File: src/rtl/fetch_pc_ctrl_pkg.sv
// fetch_pc_ctrl_pkg: shared encodings for the fetch PC controller
package fetch_pc_ctrl_pkg;
   typedef enum logic [1:0] {ST_BOOT, ST_RUN, ST_STALL, ST_BUBBLE} state_t;
   typedef enum logic {SRC_JAL, SRC_EX} pend_src_t;
   localparam logic [1:0] PCSEL_SEQ  = 2'b00;
   localparam logic [1:0] PCSEL_JAL  = 2'b01;
   localparam logic [1:0] PCSEL_BR   = 2'b10;
   localparam logic [1:0] PCSEL_PEND = 2'b11;
   localparam logic [31:0] RESET_PC_DEFAULT = 32'h4000_0000;
   function automatic logic [31:0] align4(input logic [31:0] a);
      return {a[31:2], 2'b00};
   endfunction
endpackage

File: src/rtl/pend_redirect_reg.sv
// pend_redirect_reg: holds a redirect that arrived while fetch was stalled
import fetch_pc_ctrl_pkg::*;
module pend_redirect_reg (
   input  logic        clk,
   input  logic        rst,
   input  logic        i_clr,
   input  logic        i_cap_ex,
   input  logic        i_cap_jal,
   input  logic [31:0] i_ex_target,
   input  logic [31:0] i_jal_target,
   output logic        o_valid,
   output logic [31:0] o_target,
   output pend_src_t   o_src
);
   logic        r_valid;
   logic [31:0] r_target;
   pend_src_t   r_src;
   // an older EX redirect always wins over a younger JAL
   always_ff @(posedge clk)
      if (rst || i_clr) begin
         r_valid <= 1'b0;
      end else if (i_cap_ex) begin
         r_valid  <= 1'b1;
         r_target <= align4(i_ex_target);
         r_src    <= SRC_EX;
      end else if (i_cap_jal && !(r_valid && r_src == SRC_EX)) begin
         r_valid  <= 1'b1;
         r_target <= align4(i_jal_target);
         r_src    <= SRC_JAL;
      end
   assign o_valid  = r_valid;
   assign o_target = r_target;
   assign o_src    = r_src;
endmodule

File: src/rtl/fetch_pc_ctrl.sv
// fetch_pc_ctrl: fetch PC sequencing with EX/JAL redirects, stall and pending redirect
import fetch_pc_ctrl_pkg::*;
module fetch_pc_ctrl #(
   parameter logic [31:0] RESET_PC = RESET_PC_DEFAULT
) (
   input  logic        clk,
   input  logic        rst,
   input  logic        stall,
   input  logic        br_taken_ex,
   input  logic [31:0] br_target_ex,
   input  logic        jal_id,
   input  logic [31:0] jal_target_id,
   output logic [31:0] pc_if,
   output logic        fetch_valid,
   output logic [1:0]  pc_sel,
   output logic        kill_if,
   output logic        kill_id,
   output logic [31:0] redirect_count
);
   state_t      r_state, w_state_nxt;
   logic [31:0] r_pc, w_pc_nxt, r_count, w_pend_target;
   logic        r_fv, w_live, w_go, w_apply_br, w_apply_pend, w_apply_jal, w_redirect, w_pend_valid;
   pend_src_t   w_pend_src;
   assign w_live       = r_state != ST_BOOT;
   assign w_go         = w_live && !stall;
   assign w_apply_br   = w_go && br_taken_ex;
   assign w_apply_pend = w_go && !br_taken_ex && w_pend_valid && r_state == ST_STALL;
   assign w_apply_jal  = w_go && !br_taken_ex && !w_apply_pend && jal_id;
   assign w_redirect   = w_apply_br || w_apply_pend || w_apply_jal;
   pend_redirect_reg u_pend (
      .clk          (clk),
      .rst          (rst),
      .i_clr        (!stall),
      .i_cap_ex     (w_live && stall && br_taken_ex),
      .i_cap_jal    (w_live && stall && jal_id && !br_taken_ex),
      .i_ex_target  (br_target_ex),
      .i_jal_target (jal_target_id),
      .o_valid      (w_pend_valid),
      .o_target     (w_pend_target),
      .o_src        (w_pend_src)
   );
   always_comb begin
      pc_sel  = (rst || !w_live) ? PCSEL_PEND : w_apply_br ? PCSEL_BR :
                w_apply_pend ? PCSEL_PEND : w_apply_jal ? PCSEL_JAL : PCSEL_SEQ;
      kill_if = rst || w_redirect;
      kill_id = rst || w_apply_br || (w_apply_pend && w_pend_src == SRC_EX);
      w_pc_nxt = !w_live ? RESET_PC : stall ? r_pc : w_apply_br ? align4(br_target_ex) :
                 w_apply_pend ? w_pend_target : w_apply_jal ? align4(jal_target_id) :
                 r_state == ST_STALL ? r_pc : r_pc + 32'd4;
      w_state_nxt = !w_live ? ST_RUN : stall ? ST_STALL : w_redirect ? ST_BUBBLE : ST_RUN;
   end
   // fetch_valid is frozen with the PC while stalled
   always_ff @(posedge clk)
      if (rst) begin
         r_state <= ST_BOOT;
         r_pc    <= RESET_PC;
         r_fv    <= 1'b0;
         r_count <= 32'd0;
      end else begin
         r_state <= w_state_nxt;
         r_pc    <= w_pc_nxt;
         r_fv    <= (w_state_nxt == ST_STALL) ? r_fv : (w_state_nxt == ST_RUN);
         r_count <= r_count + 32'(w_redirect);
      end
   assign pc_if          = r_pc;
   assign fetch_valid    = r_fv;
   assign redirect_count = r_count;
endmodule

File: config.mk
export PLATFORM = sky130hd
export DESIGN_NAME = fetch_pc_ctrl
export DESIGN_NICKNAME = d
export VERILOG_FILES = /design/src/rtl/fetch_pc_ctrl_pkg.sv /design/src/rtl/pend_redirect_reg.sv /design/src/rtl/fetch_pc_ctrl.sv
export SDC_FILE = /design/constraint.sdc
export NUM_CORES = 1
export LEC_CHECK = 0
export BUFFER_PORTS_ARGS = -buffer_cell sky130_fd_sc_hd__buf_4
export CAP_MARGIN = 15
export CORE_MARGIN = 2
export CORE_UTILIZATION = 50
export DETAILED_ROUTE_END_ITERATION = 8
export PLACE_DENSITY = 0.76
export SYNTH_ARGS = -nofsm -noshare
export SYNTH_HDL_FRONTEND = slang
export SYNTH_SLANG_ARGS = --single-unit
File: constraint.sdc
create_clock -name clk -period 6.05 [get_ports clk]
set_input_delay 0.605 -clock clk [delete_from_list [all_inputs] [get_ports clk]]
set_output_delay 0.605 -clock clk [all_outputs]
set_load 0.05 [all_outputs]
After elaboration in Yosys (flattened, before gate mapping)
Cells that the tools add are included.
{"block": "totals", "ff_bits": 99, "wordCells": 63}
{"block": "classes", "add_sub_neg": 2, "n_bitwise": 3, "n_eq_ne": 4, "reduce_logical": 31, "mux": 16}
{"cell": "$mux W32", "n": 6}
{"cell": "$add A32 B1 Y32", "n": 1}
{"cell": "$add A32 B3 Y32 const B", "n": 1}
{"cell": "$logic_and A1 B1 Y1", "n": 14}
{"cell": "$mux W2", "n": 6}
{"cell": "$logic_or A1 B1 Y1", "n": 7}
{"cell": "$logic_not A1 Y1", "n": 5}
{"cell": "$eq A2 B2 Y1 const B", "n": 2}
{"cell": "$mux W1", "n": 4}
{"cell": "$ne A4 B4 Y1 const B", "n": 1}
{"cell": "$reduce_and A2 Y1", "n": 2}
{"cell": "$reduce_bool A2 Y1", "n": 2}
{"cell": "$not A1 Y1", "n": 3}
{"cell": "$eq A2 B1 Y1 const B", "n": 1}
{"cell": "$reduce_or A2 Y1", "n": 1}

Depth between registers and ports, before layout
{"block": "depth", "ltp_word": 13, "ltp_mapped": 13}

Hierarchy
From an unflattened synthesis, not the netlist that was laid out.
{"block": "unflattened", "cells_unflattened": 588, "hier_area_um2": 5592.9}
{"module": "fetch_pc_ctrl", "n_inst": 1, "cells_per_inst": 515, "area_per_inst_um2": 4081.4}
{"module": "pend_redirect_reg", "n_inst": 1, "cells_per_inst": 73, "area_per_inst_um2": 1511.4}

Worst setup path before layout
OpenSTA, ideal clock, no wires.
{"block": "synth_path", "kind": "input to register", "from": "input stall", "to": "register u_pend.r_src (netlist: u_pend.o_src) (enable)", "cell_stages": 3, "slack_ps": 2442, "arrival_ps": 3148, "required_time_ps": 5590, "n_path_buf": 1, "path_cell_list": "buf_1 > nand2_1 > nor3_1"}
{"block": "synth_between", "elab_chain_len": 6}
{"element": "from (decl)", "line_no": "fetch_pc_ctrl.sv:8", "source": "input logic stall,"}
{"element": "$logic_and A1 B1 Y1", "line_no": "fetch_pc_ctrl.sv:34, fetch_pc_ctrl.sv:35"}
{"element": "$logic_and A1 B1 Y1 (2 in series)", "line_no": "fetch_pc_ctrl.sv:35", "source": ".i_cap_jal (w_live && stall && jal_id && !br_taken_ex),"}
{"element": "$logic_and A1 B1 Y1", "line_no": "pend_redirect_reg.sv:26", "source": "end else if (i_cap_jal && !(r_valid && r_src == SRC_EX)) begin"}
{"element": "$reduce_bool A2 Y1 (no source line)"}
{"element": "$reduce_and A2 Y1 (no source line) *"}
{"element": "to (signal assigned)", "line_no": "pend_redirect_reg.sv:25", "source": "r_src <= SRC_EX;"}
{"element": "to (signal assigned)", "line_no": "pend_redirect_reg.sv:29", "source": "r_src <= SRC_JAL;"}
{"element": "to (decl)", "line_no": "pend_redirect_reg.sv:17", "source": "pend_src_t r_src;"}
Mark *: on every way between the ends. The rest lies on a longest branch, timed or not.
A chain may end at the register's enable or synchronous reset.

Final worst setup path
{"block": "layout_path", "from": "register u_pend.r_valid (netlist: u_pend.o_valid)", "to": "register r_count[28] (netlist: redirect_count[28])"}
{"block": "layout_between", "elab_chain_len": 7}
{"element": "from (decl)", "line_no": "pend_redirect_reg.sv:15", "source": "logic r_valid;"}
{"element": "from (signal assigned)", "line_no": "pend_redirect_reg.sv:21", "source": "r_valid <= 1'b0;"}
{"element": "from (signal assigned)", "line_no": "pend_redirect_reg.sv:23", "source": "r_valid <= 1'b1;"}
{"element": "from (signal assigned)", "line_no": "pend_redirect_reg.sv:27", "source": "r_valid <= 1'b1;"}
{"element": "$logic_and A1 B1 Y1 * (2 in series)", "line_no": "fetch_pc_ctrl.sv:27", "source": "assign w_apply_pend = w_go && !br_taken_ex && w_pend_valid && r_state == ST_STALL;"}
{"element": "$logic_not A1 Y1", "line_no": "fetch_pc_ctrl.sv:28", "source": "assign w_apply_jal = w_go && !br_taken_ex && !w_apply_pend && jal_id;"}
{"element": "$logic_and A1 B1 Y1 (2 in series)", "line_no": "fetch_pc_ctrl.sv:28"}
{"element": "$logic_or A1 B1 Y1 *", "line_no": "fetch_pc_ctrl.sv:29", "source": "assign w_redirect = w_apply_br || w_apply_pend || w_apply_jal;"}
{"element": "$add A32 B1 Y32 *", "line_no": "fetch_pc_ctrl.sv:63", "source": "r_count <= r_count + 32'(w_redirect);"}
{"element": "to (signal assigned)", "line_no": "fetch_pc_ctrl.sv:63"}
{"element": "to (decl)", "line_no": "fetch_pc_ctrl.sv:21", "source": "logic [31:0] r_pc, w_pc_nxt, r_count, w_pend_target;"}
Marked as above.

==> results.yml <==
outcome:
  status: "finished, final reports clean"
critical_path:
  crit_chain: "nor2b_1 -> o211ai_2 -> nand2_1 -> ha_1 -> ha_1 -> and4_1 -> nor2b_1 -> nand3_1 -> or3_1 -> a21oi_1"
  critPathTopFamily: "simple AND/OR/NAND/NOR gates"
  r2r_start: "u_pend.o_valid"
  r2r-end: "redirect_count[28]"
  critical_path_depth: 10
  required_ns: 6.37
  critPathSlowestCell: "nor2b_1"
  setup.worst_path.end_class: "register"
  cp-start-kind: "register"
  crit_fanout: 10
  reg2reg_depth: 10
  crit_start: "u_pend.o_valid"
  max_stage_delay_ns: 0.67
  arrival_ns: 3.99
  critical_path_buf_inv_count: 0
  cp-endpoint: "redirect_count[28]"
  worst-setup-path-type: "reg -> reg"
  regToRegSetupSlack_ns: 2.38
synthesis:
  ys.flop_type: "dfxtp_1"
  syn_area_sq_um: 5450
  avgSynthCellArea_sq_um: 9.33
  ys_types: 68
  ys_warn_count: 0
  synth_simple_gate_area_frac: 0.192
  synthXorXnorAreaFrac: 0.0691
  synth_seq_cells: 97
  synth_compound_area_frac: 0.203
  synth_edf_count: 31
  ys_seq_area_frac: 0.413
  synth_fa_ha_area_frac: 0.00689
  synth_mux_area_frac: 0.0712
  synth_cells: 584
  ys_async_sr_fraction: 0
  synth_top_family_by_area: "compound AO/OA/AOI/OAI gates"
layout:
  fillers: 944
  num-nets-final: 768
  seqCellArea_sq_um: 2250
  area_growth_pct: 22.4
  diodes: 0
  multi_input_area_sq_um: 2970
  drive_above_1_share: 0.260
  utilization: 0.620
clock_network:
  cts_root_buf: "clkbuf_8"
  cts_resized: 0
  cts_made_buffers: 9
  clockBufferDepth: 2
  hold_buffers: 0
  postCtsSetupBuffers: 0
  cts-htree-levels: 3
  clock-sinks: 97
  cts_tree: "yes"
  path_clk_slew_ns: 0.11
  clk_latency_ns: 0.38
routing:
  routedWlPerCell_um: 18.9
  vias: 5210
  drc: 0
  wirelength_mm: 15.9
  via_per_inst: 6.20
  ant_nets: 0
  drt_first_pass_iters: 5
  drt_iter0_drc: 476
floorplanning:
  die_w_um: 108
  row_count: 38
  die_y_um: 108
  die_area_sq_um: 11700
  core_area_sq_um: 10700
  io_pins: 138
  start_util: 0.507
global_routing:
  grt_pass1_vias: 4984
  antenna_found_initial: 0
  grt-ovfl-total: 0
  grt.total_usage: 0.271
  grt_max_degree: 41
  grt_first_pass_wirelength_mm: 25.1
sta:
  skew_ns: 0.0113
  worst_pin_slew_ns: 1.08
  setup_viol: 0
  slew_headroom: 0.277
  drv_slew: 0
  fin_crit_ns: 3.67
  tns_ns: 0
  fmax_ghz: 0.273
  fin_crit_sh: 0.606
  rsz0062_at_grt: "no"
  hold_violations: 0
placed_design:
  port_buffers: 131
  gp_congestion: 0.861
  dp_hpwl_mm: 10.9
worst_hold_path:
  hp-class: "in -> reg"
power:
  power_density_nw_per_um2: 202
  p_leak_uw: 0.00259
  vdd_ir_drop_max_mv: 0.0963
run:
  maxCapViolCount: 0
-- layout make-up --
cell class	instances	area share
clock buffers	9	0.0186
clock inverters	7	0.00901
inverters	5	0.00282
multi-input cells	441	0.446
flip-flops and latches	97	0.338
well taps	140	0.0263
repair buffers	142	0.160
-- worst register-to-register path: cells and delay by family, from the launching register on --
family / cells / cell delay, ns
flops: 1 / 0.41
simple gates: 6 / 2.29
fa+ha+maj: 2 / 0.41
compound gates: 2 / 0.51
-- worst min-delay path by stage --
stage	end	start	slack, ns	cells after the start
4_1_cts	r_state[0]	stall	0.50	2
3_5_place_dp	redirect_count[31]	redirect_count[31]	0.49	2
5_1_grt	u_pend.o_target[19]	br_target_ex[19]	0.50	2
2_1_floorplan	pc_if[15]	u_pend.o_target[15]	0.46	2
3_3_place_gp	pc_if[18]	u_pend.o_target[18]	0.47	2
6_report	u_pend.o_target[10]	br_target_ex[10]	0.50	2
-- per-stage QoR --
step | cells | total power (uW) | hold WS (ns) | area [sq um] | setup slack, ns
floorplan | 585 | 854 | 0.460 | 5450 | 2.44
global placement | 825 | 931 | 0.474 | 6480 | 2.45
detailed placement | 825 | 937 | 0.489 | 6480 | 2.32
CTS | 841 | 1350 | 0.497 | 6670 | 2.44
global route | 841 | 1400 | 0.499 | 6670 | 2.06
finish | 841 | 1350 | 0.504 | 6670 | 2.38
-- synth_stat cells (7+ instances only) --
cell type / n / area, sq um
dfxtp_1: 66 / 1320
nor2_1: 58 / 218
nand2_1: 34 / 128
edfxtp_1: 31 / 931
xor2_1: 31 / 272
nand3_1: 28 / 140
a21oi_1: 24 / 120
o21ai_0: 23 / 115
buf_2: 21 / 105
nand4_1: 21 / 131
mux2_1: 20 / 225
nor3_1: 15 / 75.1
o21ai_1: 13 / 65.1
xnor2_1: 12 / 105
clkbuf_1: 11 / 41.3
and3_1: 10 / 62.6
mux2_2: 10 / 113
and4_1: 9 / 78.8
buf_4: 9 / 67.6
o221ai_1: 8 / 70.1
a2bb2oi_1: 7 / 61.3
o22ai_1: 7 / 43.8
-- metal layers --
layer	routed length, um	GRT usage	up-vias
li1	-	-	2432
met1	6890	0.358	2508
met2	7630	0.452	245
met3	1130	0.0536	25
met4	203	0.0769	0
met5	0	0	-
-- placed cells by master, fill, tap and decap left out, types with 8 or more instances in the layout --
| cell | instances |
|---|---|
| dfxtp_1 | 66 |
| and4_1 | 9 |
| o21ai_1 | 13 |
| nand2_1 | 34 |
| mux2_2 | 10 |
| nor2_1 | 57 |
| o221ai_1 | 8 |
| nor3_1 | 14 |
| nand3_1 | 28 |
| nand4_1 | 21 |
| edfxtp_1 | 31 |
| xnor2_1 | 12 |
| mux2_1 | 20 |
| o21ai_0 | 23 |
| xor2_1 | 31 |
| clkbuf_8 | 9 |
| buf_4 | 142 |
| and3_1 | 10 |
| a21oi_1 | 24 |
-- state kept, by name, indices dropped and copies added (netlist names) --
name and count:
redirect_count 32, pc_if 30, u_pend.o_target 30, r_state 2
fetch_valid 1, u_pend.o_src 1, u_pend.o_valid 1
-- power by group --
group / internal [uW] / total [uW] / switching (uW)
Clock: 159 / 423 / 264
Combinational: 88.2 / 219 / 130
Sequential: 689 / 706 / 16.9
Total: 936 / 1350 / 411
-- cell families after synthesis --
kind of cell	count (synthesis)
AND/OR/NAND/NOR	204
flip-flops	97
adder cells (fa/ha/maj)	3
other	1
buffers and inverters	47
AO/OA/AOI/OAI	154
XOR/XNOR	43
multiplexers	35
Power figures use the tool's default switching activity.
